File: config.mk
export PLATFORM = sky130hd
export DESIGN_NAME = seg_scan_ctrl
export DESIGN_NICKNAME = d
export VERILOG_FILES = /design/src/rtl/seg_scan_ctrl.sv
export SDC_FILE = /design/constraint.sdc
export NUM_CORES = 1
export LEC_CHECK = 0
export ABC_AREA = 1
export CAP_MARGIN = 40
export CORE_ASPECT_RATIO = 1.1
export CORE_MARGIN = 8
export CORE_UTILIZATION = 63
export DETAILED_ROUTE_END_ITERATION = 8
export PLACE_DENSITY_LB_ADDON = 0.05
export SETUP_SLACK_MARGIN = 0.2
export SLEW_MARGIN = 20
export SYNTH_ARGS = -nofsm -noshare
export SYNTH_HDL_FRONTEND = slang
export SYNTH_SLANG_ARGS = --single-unit
File: constraint.sdc
create_clock -name i_clk -period 5.8 [get_ports i_clk]
set_clock_uncertainty 0.1 [all_clocks]
set_input_delay 0.58 -clock i_clk [delete_from_list [all_inputs] [get_ports i_clk]]
set_output_delay 0.58 -clock i_clk [all_outputs]
set_load 0.02 [all_outputs]
File: src/rtl/seg_scan_ctrl.sv
`default_nettype none
// ============================================================================
// Module   : seg_scan_ctrl
// Purpose  : Eight-digit multiplexed 7-segment scan controller with a
//            write-addressable digit buffer. Optional inter-digit blanking
//            is enabled by defining SEG_SCAN_BLANK_EN.
// Revision : 1.0  initial release
// ============================================================================
module seg_scan_ctrl #(
  parameter int F_CLK     = 50000000,
  parameter int F_SCAN    = 1000,
  parameter int BLANK_CYC = 16
) (
  input  logic       i_clk,
  input  logic       i_rst,
  input  logic       i_wr_valid,
  output logic       o_wr_ready,
  input  logic [2:0] i_wr_addr,
  input  logic [3:0] i_wr_data,
  input  logic       i_wr_dot,
  output logic [7:0] o_cs,
  output logic [7:0] o_dig_sel,
  output logic       o_scan_tick
);

  localparam int              c_TC    = F_CLK / F_SCAN - 1;
  localparam int              c_PW    = (c_TC > 0) ? $clog2(c_TC + 1) : 1;
  localparam logic [c_PW-1:0] c_TC_M1 = c_PW'(c_TC - 1);
  localparam logic [c_PW-1:0] c_ONE   = c_PW'(1);

  logic [c_PW-1:0] r_presc;
  logic            r_tick;
  logic            r_ready;
  logic [2:0]      r_ptr;
  logic [3:0]      r_val [8];
  logic [7:0]      r_dot;
  logic [7:0]      r_cs;
  logic [7:0]      r_seg;

  logic            w_fire;
  logic [2:0]      w_ptr_nxt;
  logic            w_show_nxt;
  logic            w_fwd;
  logic [3:0]      w_val_sel;
  logic            w_dot_sel;
  logic [6:0]      w_seg7;

  assign w_fire    = i_wr_valid & r_ready;
  assign w_ptr_nxt = r_tick ? (r_ptr + 3'd1) : r_ptr;

`ifdef SEG_SCAN_BLANK_EN
  localparam logic [0:0] c_SHOW  = 1'b0;
  localparam logic [0:0] c_BLANK = 1'b1;
  localparam int         c_BW    = $clog2(BLANK_CYC + 1);
  localparam logic [c_BW-1:0] c_BLAST = c_BW'(BLANK_CYC - 1);

  logic [0:0]      r_state;
  logic [0:0]      w_state_nxt;
  logic [c_BW-1:0] r_bcnt;

  always_comb begin
    w_state_nxt = r_state;
    case (r_state)
      c_SHOW:  if (r_tick) w_state_nxt = c_BLANK;
      c_BLANK: if (r_bcnt == c_BLAST) w_state_nxt = c_SHOW;
      default: w_state_nxt = c_SHOW;
    endcase
  end

  always_ff @(posedge i_clk or posedge i_rst) begin
    if (i_rst) begin
      r_state <= c_SHOW;
      r_bcnt  <= '0;
    end else begin
      r_state <= w_state_nxt;
      r_bcnt  <= (r_state == c_BLANK && w_state_nxt == c_BLANK) ? r_bcnt + c_BW'(1) : '0;
    end
  end

  assign w_show_nxt = (w_state_nxt == c_SHOW);
  // A write landing on the BLANK->SHOW edge must appear in the first SHOW cycle.
  assign w_fwd      = (r_state == c_BLANK);
`else
  assign w_show_nxt = 1'b1;
  assign w_fwd      = 1'b0;
`endif

  always_comb begin
    w_val_sel = r_val[w_ptr_nxt];
    w_dot_sel = r_dot[w_ptr_nxt];
    if (w_fwd && w_fire && (i_wr_addr == w_ptr_nxt)) begin
      w_val_sel = i_wr_data;
      w_dot_sel = i_wr_dot;
    end
  end

  // Active-low segments in {g,f,e,d,c,b,a} order.
  always_comb begin
    w_seg7 = 7'h7F;
    case (w_val_sel)
      4'h0: w_seg7 = 7'h40;
      4'h1: w_seg7 = 7'h79;
      4'h2: w_seg7 = 7'h24;
      4'h3: w_seg7 = 7'h30;
      4'h4: w_seg7 = 7'h19;
      4'h5: w_seg7 = 7'h12;
      4'h6: w_seg7 = 7'h02;
      4'h7: w_seg7 = 7'h78;
      4'h8: w_seg7 = 7'h00;
      4'h9: w_seg7 = 7'h10;
      4'hA: w_seg7 = 7'h08;
      4'hB: w_seg7 = 7'h03;
      4'hC: w_seg7 = 7'h46;
      4'hD: w_seg7 = 7'h21;
      4'hE: w_seg7 = 7'h06;
      4'hF: w_seg7 = 7'h0E;
      default: w_seg7 = 7'h7F;
    endcase
  end

  always_ff @(posedge i_clk or posedge i_rst) begin
    if (i_rst) begin
      r_presc <= '0;
      r_tick  <= 1'b0;
      r_ready <= 1'b0;
      r_ptr   <= 3'd0;
      r_dot   <= 8'h00;
      r_cs    <= 8'hFF;
      r_seg   <= 8'hFF;
      for (int i = 0; i < 8; i++) r_val[i] <= 4'h0;
    end else begin
      r_presc <= r_tick ? '0 : r_presc + c_ONE;
      // Tick and ready are pre-decoded so both are clean registered flags.
      r_tick  <= (r_presc == c_TC_M1);
      r_ready <= (r_presc != c_TC_M1);
      r_ptr   <= w_ptr_nxt;
      if (w_fire) begin
        r_val[i_wr_addr] <= i_wr_data;
        r_dot[i_wr_addr] <= i_wr_dot;
      end
      r_cs  <= w_show_nxt ? ~(8'h01 << w_ptr_nxt) : 8'hFF;
      r_seg <= w_show_nxt ? {~w_dot_sel, w_seg7} : 8'hFF;
    end
  end

  assign o_wr_ready  = r_ready;
  assign o_cs        = r_cs;
  assign o_dig_sel   = r_seg;
  assign o_scan_tick = r_tick;

endmodule
`default_nettype wire

# Word-level counts from Yosys, hierarchy flattened

Memory sizes are Yosys's and may differ from the RTL's. A register that Yosys moved wholly into a read port is not among the register bits.
Cells that the tools add are included.

$add $sub $neg: 2
$lt $le $gt $ge: 6
Eq/ne operators: 2
Shifts and indexed selects: 1
Muxes and demuxes: 13
Bitwise gates (word level): 5
Reductions and logical operators: 2

Operators by type and width:

| cell                    | number |
|---|---|
| $bwmux W32              | 1 |
| $add A16 B1 Y16 const B | 1 |
| $eq A16 B16 Y1 const B  | 1 |
| $mux W16                | 1 |
| $ne A16 B16 Y1 const B  | 1 |
| $bmux W4 S3             | 1 |
| $demux W4 S3            | 1 |
| $mux W4                 | 3 |
| $bwmux W8               | 1 |
| $ge A4 B4 Y1 const B    | 2 |
| $lt A3 B4 Y1 const B    | 2 |
| $not A3 Y4              | 2 |
| $not A8 Y8              | 1 |
| $shl A1 B3 Y8 const A   | 1 |
| $lt A4 B1 Y1 const B    | 1 |
| $add A3 B1 Y3 const B   | 1 |
| $bmux W1 S3             | 1 |
| $demux W1 S3            | 1 |
| $ge A3 B1 Y1 const B    | 1 |
| $mux W3                 | 1 |
| $logic_and A1 B1 Y1     | 2 |
| $mux W1                 | 2 |
| $and A1 B1 Y1           | 1 |
| $not A1 Y1              | 1 |

Register bits: 77
ROM bits: 112
Bits of input ports: 11
Output and inout port bits: 18
Logic and storage cells: 47
Memories: 1

Memories:

| name            | words | width | rd ports | clocked after Yosys merged registers in | wr ports | RTL line | text |
|---|---|---|---|---|---|---|---|
| (no name shown) | 16    | 7     | 1        | 1                                       | 0        | 100      | `case (w_val_sel)` |

# Depth between registers and ports, before layout

Depth after elaboration: 6
Depth in mapped cells: 16
Gate-level depth less buffers: 14

# Least setup slack after synthesis

No wires, ideal clock.

Path type: register -> register
Start point: reg r_ptr[0]
End point: reg r_seg[3] (netlist: o_dig_sel[3])
Setup time: 60 ps
Arrival time: 1992 ps
Required time: 5640 ps
Setup slack: 3648 ps
Stages on the path, launching flop included: 14
Path buffers: 1
Period minus slack after synthesis: 2152 ps
Path through: dfrtp_1 -> ha_1 -> nand2_1 -> o21ai_1 -> buf_2 -> nand2_1 -> nand3_1 -> nand2_1 -> ha_1 -> inv_1 -> nand2_1 -> nand2_1 -> nand2_1 -> nand2_1

Word-level cells in the longest chain between the ends: 6

RTL lines:

| item                                       | RTL line | text |
|---|---|---|
| start, declared                            | 34       | `logic [2:0] r_ptr;` |
| start signal, assigned                     | 136      | `r_ptr <= w_ptr_nxt;` |
| $add A3 B1 Y3                              | 49       | `assign w_ptr_nxt = r_tick ? (r_ptr + 3'd1) : r_ptr;` |
| $mux W3                                    | 49       |  |
| via w_ptr_nxt[1]                           | 41       | `logic [2:0] w_ptr_nxt;` |
| $not A3 Y4 (implied by the code)           | 89       | `w_val_sel = r_val[w_ptr_nxt];` |
| $bmux W4 S3                                | 89       |  |
| $mux W4 (implied by the code) (2 in a row) | 89       |  |
| end, declared                              | 38       | `logic [7:0] r_seg;` |

The timed path passes the listed nets, and every way through them passes these cells. The select of a mux whose other input is x is not followed.
A chain may end at the register's enable or synchronous reset.

# Worst setup path in the final report

Start point: reg r_tick (netlist: o_scan_tick)
End point: reg r_seg[0] (netlist: o_dig_sel[0])

Word-level cells in the longest chain between the ends: 5

RTL lines:

| item                                       | RTL line | text |
|---|---|---|
| start, declared                            | 32       | `logic r_tick;` |
| start signal, assigned                     | 134      | `r_tick <= (r_presc == c_TC_M1);` |
| $mux W3                                    | 49       |  |
| $not A3 Y4 (implied by the code)           | 89       |  |
| $bmux W4 S3                                | 89       |  |
| $mux W4 (implied by the code) (2 in a row) | 89       |  |

No other way between the ends. The select of a mux whose other input is x is not followed.

==> results.toml <==
[synth]
post_synthesis_instance_total = 471
synth_fa_ha_area_frac = 0.0299
synth.top_cells.by_area = "sky130_fd_sc_hd__dfrtp_1, sky130_fd_sc_hd__nand2_1, sky130_fd_sc_hd__dfstp_2"
synth.net_count = 491
mean_syn_cell_area_um2 = 8.00
netlist_top_cells_count = "sky130_fd_sc_hd__nand2_1, sky130_fd_sc_hd__dfrtp_1, sky130_fd_sc_hd__o21ai_0, sky130_fd_sc_hd__inv_1, sky130_fd_sc_hd__nor2_1"
yosys_most_used_dff = "sky130_fd_sc_hd__dfrtp_1"
yosys.area_share.simple = 0.300
number_of_enable_flip_flop_cells_after_synthesis = 0
synth_sequential_area_ratio = 0.517
compound_gate_portion_of_the_synthesized_area = 0.0813
synth-warning-count = 0
synthDominantAreaCellType = "sky130_fd_sc_hd__dfrtp_1"
post_synth_instance_area_um2 = 3770
yosysTopAreaCellShare = 0.405
synth.lib_cells_used.distinct = 26
proportion_of_register_bits_with_asynchronous_set_or_reset_after_synthesis = 1.00
synth.most_common_cell = "sky130_fd_sc_hd__nand2_1"
multiplexer_area_fraction_after_synthesis = 0
synth_xor_area_frac = 0.00896
synth_top_family_by_area = "simple AND/OR/NAND/NOR gates"
postSynthRegisterBits = 77

[setup_path]
timing.critical_path.from_type = "flip-flop"
cp-end-kind = "flip-flop"
timing.reg2reg.setup_slack_ns = 3.11
r2r_end = "o_dig_sel[0]$_DFF_PP1_"
critical-path-top-cell-by-count = "sky130_fd_sc_hd__nand2_1"
crit_buf_inv = 2
cp.required_ns = 5.99
critical_path.top_delay_family = "flip-flops"
worstSetupPathType = "flip-flop to flip-flop"
cp_slowest_cell = "sky130_fd_sc_hd__dfrtp_1"
highest_fanout_seen_on_the_critical_path = 13
worstSetupPathDepth = 11
crit_chain = "nand2_2 -> xor2_2 -> inv_2 -> nand3_1 -> nand2_1 -> inv_1 -> ha_1 -> nand3_1 -> nand2_1 -> nand2_1 -> nand2_1"
critical_path_arrival_ns = 2.88
worst-r2r-cell-count = 11
startpoint = "o_scan_tick$_DFF_PP0_"
crit_path_max_incr_delay_ns = 0.69
r2r_start = "o_scan_tick$_DFF_PP0_"
timing.critical_path.to = "o_dig_sel[0]$_DFF_PP1_"

[timing]
post-route-period-util = 0.464
post-route-worst-setup-slack_ns = 3.11
setup_viol = 0
hold_viol_final = 0
achievable-frequency_mhz = 372
worst-slew-pin-transition_ns = 0.626
relSlewSlack = 0.583
period_minus_slack_ns = 2.69
slew_viol_final = 0
rsz0062_at_grt = "false"
total_negative_slack_ns = 0

[cts]
tritoncts_clock_tree = "done"
hold_buffers = 0
tritoncts_num_sinks = 77
worstSkewPairLatency_ns = 0.35
post_cts_resized = 0
htreeDepth = 3
root_buffer = "sky130_fd_sc_hd__clkbuf_8"
clockBufferDepth = 2
cts-buffers-inserted = 9
clkSlewWorstSetupHoldPaths_ns = 0.08
post_cts.repair.setup_buffers = 0

[floorplanning]
core.rowCount = 29
design.core.area_um2 = 5770
die_y_um = 97.1
boundaryPins = 29
die_area_um2 = 8720
die_x_um = 89.7
floorplan.initialDensity = 0.653

[grt]
antenna_found_initial = 0
first_global_vias = 3039
grt_pass1_wl_um = 14100
grt_overall_usage = 0.196
grt_max_degree = 52
globalRouteOverflowTotal = 0

[place]
final_weighted_congestion_of_routability_driven_global_placement = 0.869
dpl.hpwl_um = 5750
post-place-ws_ns = 3.03
io_buffers = 28

[route]
detail_route.first_pass.iterations = 5
post_drt_wl_per_cell_um = 13.4
detailedRoute.firstIterationViolations = 174
totalWireLength_um = 7880
detail-route-antenna-nets = 0
drt_drc_violations_left = 0
routed-via-count = 3095
post_drt_via_cell_ratio = 5.27

[power_and_ir_drop]
cellPowerDensity_nw_per_um2 = 315
p_leak_nw = 2.18
vdd.ir_drop.worst_mv = 0.294
power.total_mw = 1.37

[min_path]
hold_path.class = "flip-flop to flip-flop"

[finish]
layout.nets = 525
synthToLayoutAreaGrowth_pct = 15.5
antennaDiodeCount = 0
layout_cells_sized_above_1 = 0.102

[outcome]
run_status = "finished clean"

[job]
max-cap-violations = 0
state kept, by name (all words and copies together), names as in the netlist:
| name | count |
|---|---|
| o_scan_tick | 1 |
| o_cs | 8 |
| r_dot | 8 |
| r_ptr | 3 |
| o_wr_ready | 1 |
| r_val | 32 |
| o_dig_sel | 8 |
| r_presc | 16 |
worst register-to-register path, cell delays in order, from the launching register on:
cell and delay (ns):
sky130_fd_sc_hd__dfrtp_1 0.69, sky130_fd_sc_hd__nand2_2 0.12, sky130_fd_sc_hd__xor2_2 0.51, sky130_fd_sc_hd__inv_2 0.25, sky130_fd_sc_hd__nand3_1 0.14, sky130_fd_sc_hd__nand2_1 0.15, sky130_fd_sc_hd__inv_1 0.16, sky130_fd_sc_hd__ha_1 0.23
sky130_fd_sc_hd__nand3_1 0.10, sky130_fd_sc_hd__nand2_1 0.08, sky130_fd_sc_hd__nand2_1 0.05, sky130_fd_sc_hd__nand2_1 0.06
cells in the final DEF (no fill, tap or decap), drive strengths merged, types with 3 or more instances in the layout:
cell type / instances
nand3: 36
xor2: 3
ha: 9
nand2: 181
dfrtp: 61
nor2: 37
o21ai: 53
a21oi: 5
bufinv: 3
dfstp: 16
nor3: 7
inv: 50
clkinv: 3
clkdlybuf4s50: 28
clkbuf: 9
kinds of logic (layout without fill, tap and decap cells):
kind of cell	Yosys count	after routing
AOI/OAI and AO/OA	60	60
DFF	77	77
buffers and inverters	56	95
adders and majority gates	9	9
and+or+nand+nor	266	266
xor gates and xnor gates	3	3
worst min-delay path by stage:
| stage | end | slack [ns] | cells past startpoint | start |
|---|---|---|---|---|
| after floorplan | r_val[30]$_DFFE_PP0P_ | 0.34 | 2 | r_val[30]$_DFFE_PP0P_ |
| after global placement | r_val[30]$_DFFE_PP0P_ | 0.36 | 2 | r_val[30]$_DFFE_PP0P_ |
| after detailed placement | r_val[31]$_DFFE_PP0P_ | 0.37 | 2 | r_val[31]$_DFFE_PP0P_ |
| after CTS | r_val[30]$_DFFE_PP0P_ | 0.39 | 2 | r_val[30]$_DFFE_PP0P_ |
| after global routing | r_val[10]$_DFFE_PP0P_ | 0.40 | 2 | r_val[10]$_DFFE_PP0P_ |
| final | r_val[30]$_DFFE_PP0P_ | 0.39 | 2 | r_val[30]$_DFFE_PP0P_ |
where the power goes:
group	switching, mW	leakage [nW]	internal (mW)
logic	0.143	1.11	0.0945
registers	0.0326	0.945	0.615
clock network	0.198	0.124	0.288
total	0.374	2.18	0.997
final cells by class:
| type | instances | area, µm² |
|---|---|---|
| sequential | 77 | 1950 |
| multi-input combinational | 338 | 1580 |
| fill | 401 | 1420 |
| timing repair buffer | 30 | 295 |
| inverter | 49 | 186 |
| clock buffer | 9 | 124 |
| clock inverter | 7 | 121 |
| tap | 77 | 96.3 |
through the flow:
stage	cells	hold slack (ns)	cell area [µm²]	util
final	587	0.388	4350	0.755
after global routing	587	0.401	4350	0.755
after CTS	586	0.391	4350	0.753
after detailed placement	570	0.372	4100	0.711
after global placement	570	0.360	4100	0.711
after floorplan	471	0.344	3770	-
layer usage:
layer  GRT usage  vias to the layer above  routed length [µm]
met5           0                        -                   0
met4      0.0821                        0                 148
met3      0.0502                       17                 307
met2       0.329                       57                3940
met1       0.230                     1458                3480
li1            -                     1563                   -
(Power assumes the default switching activity.)
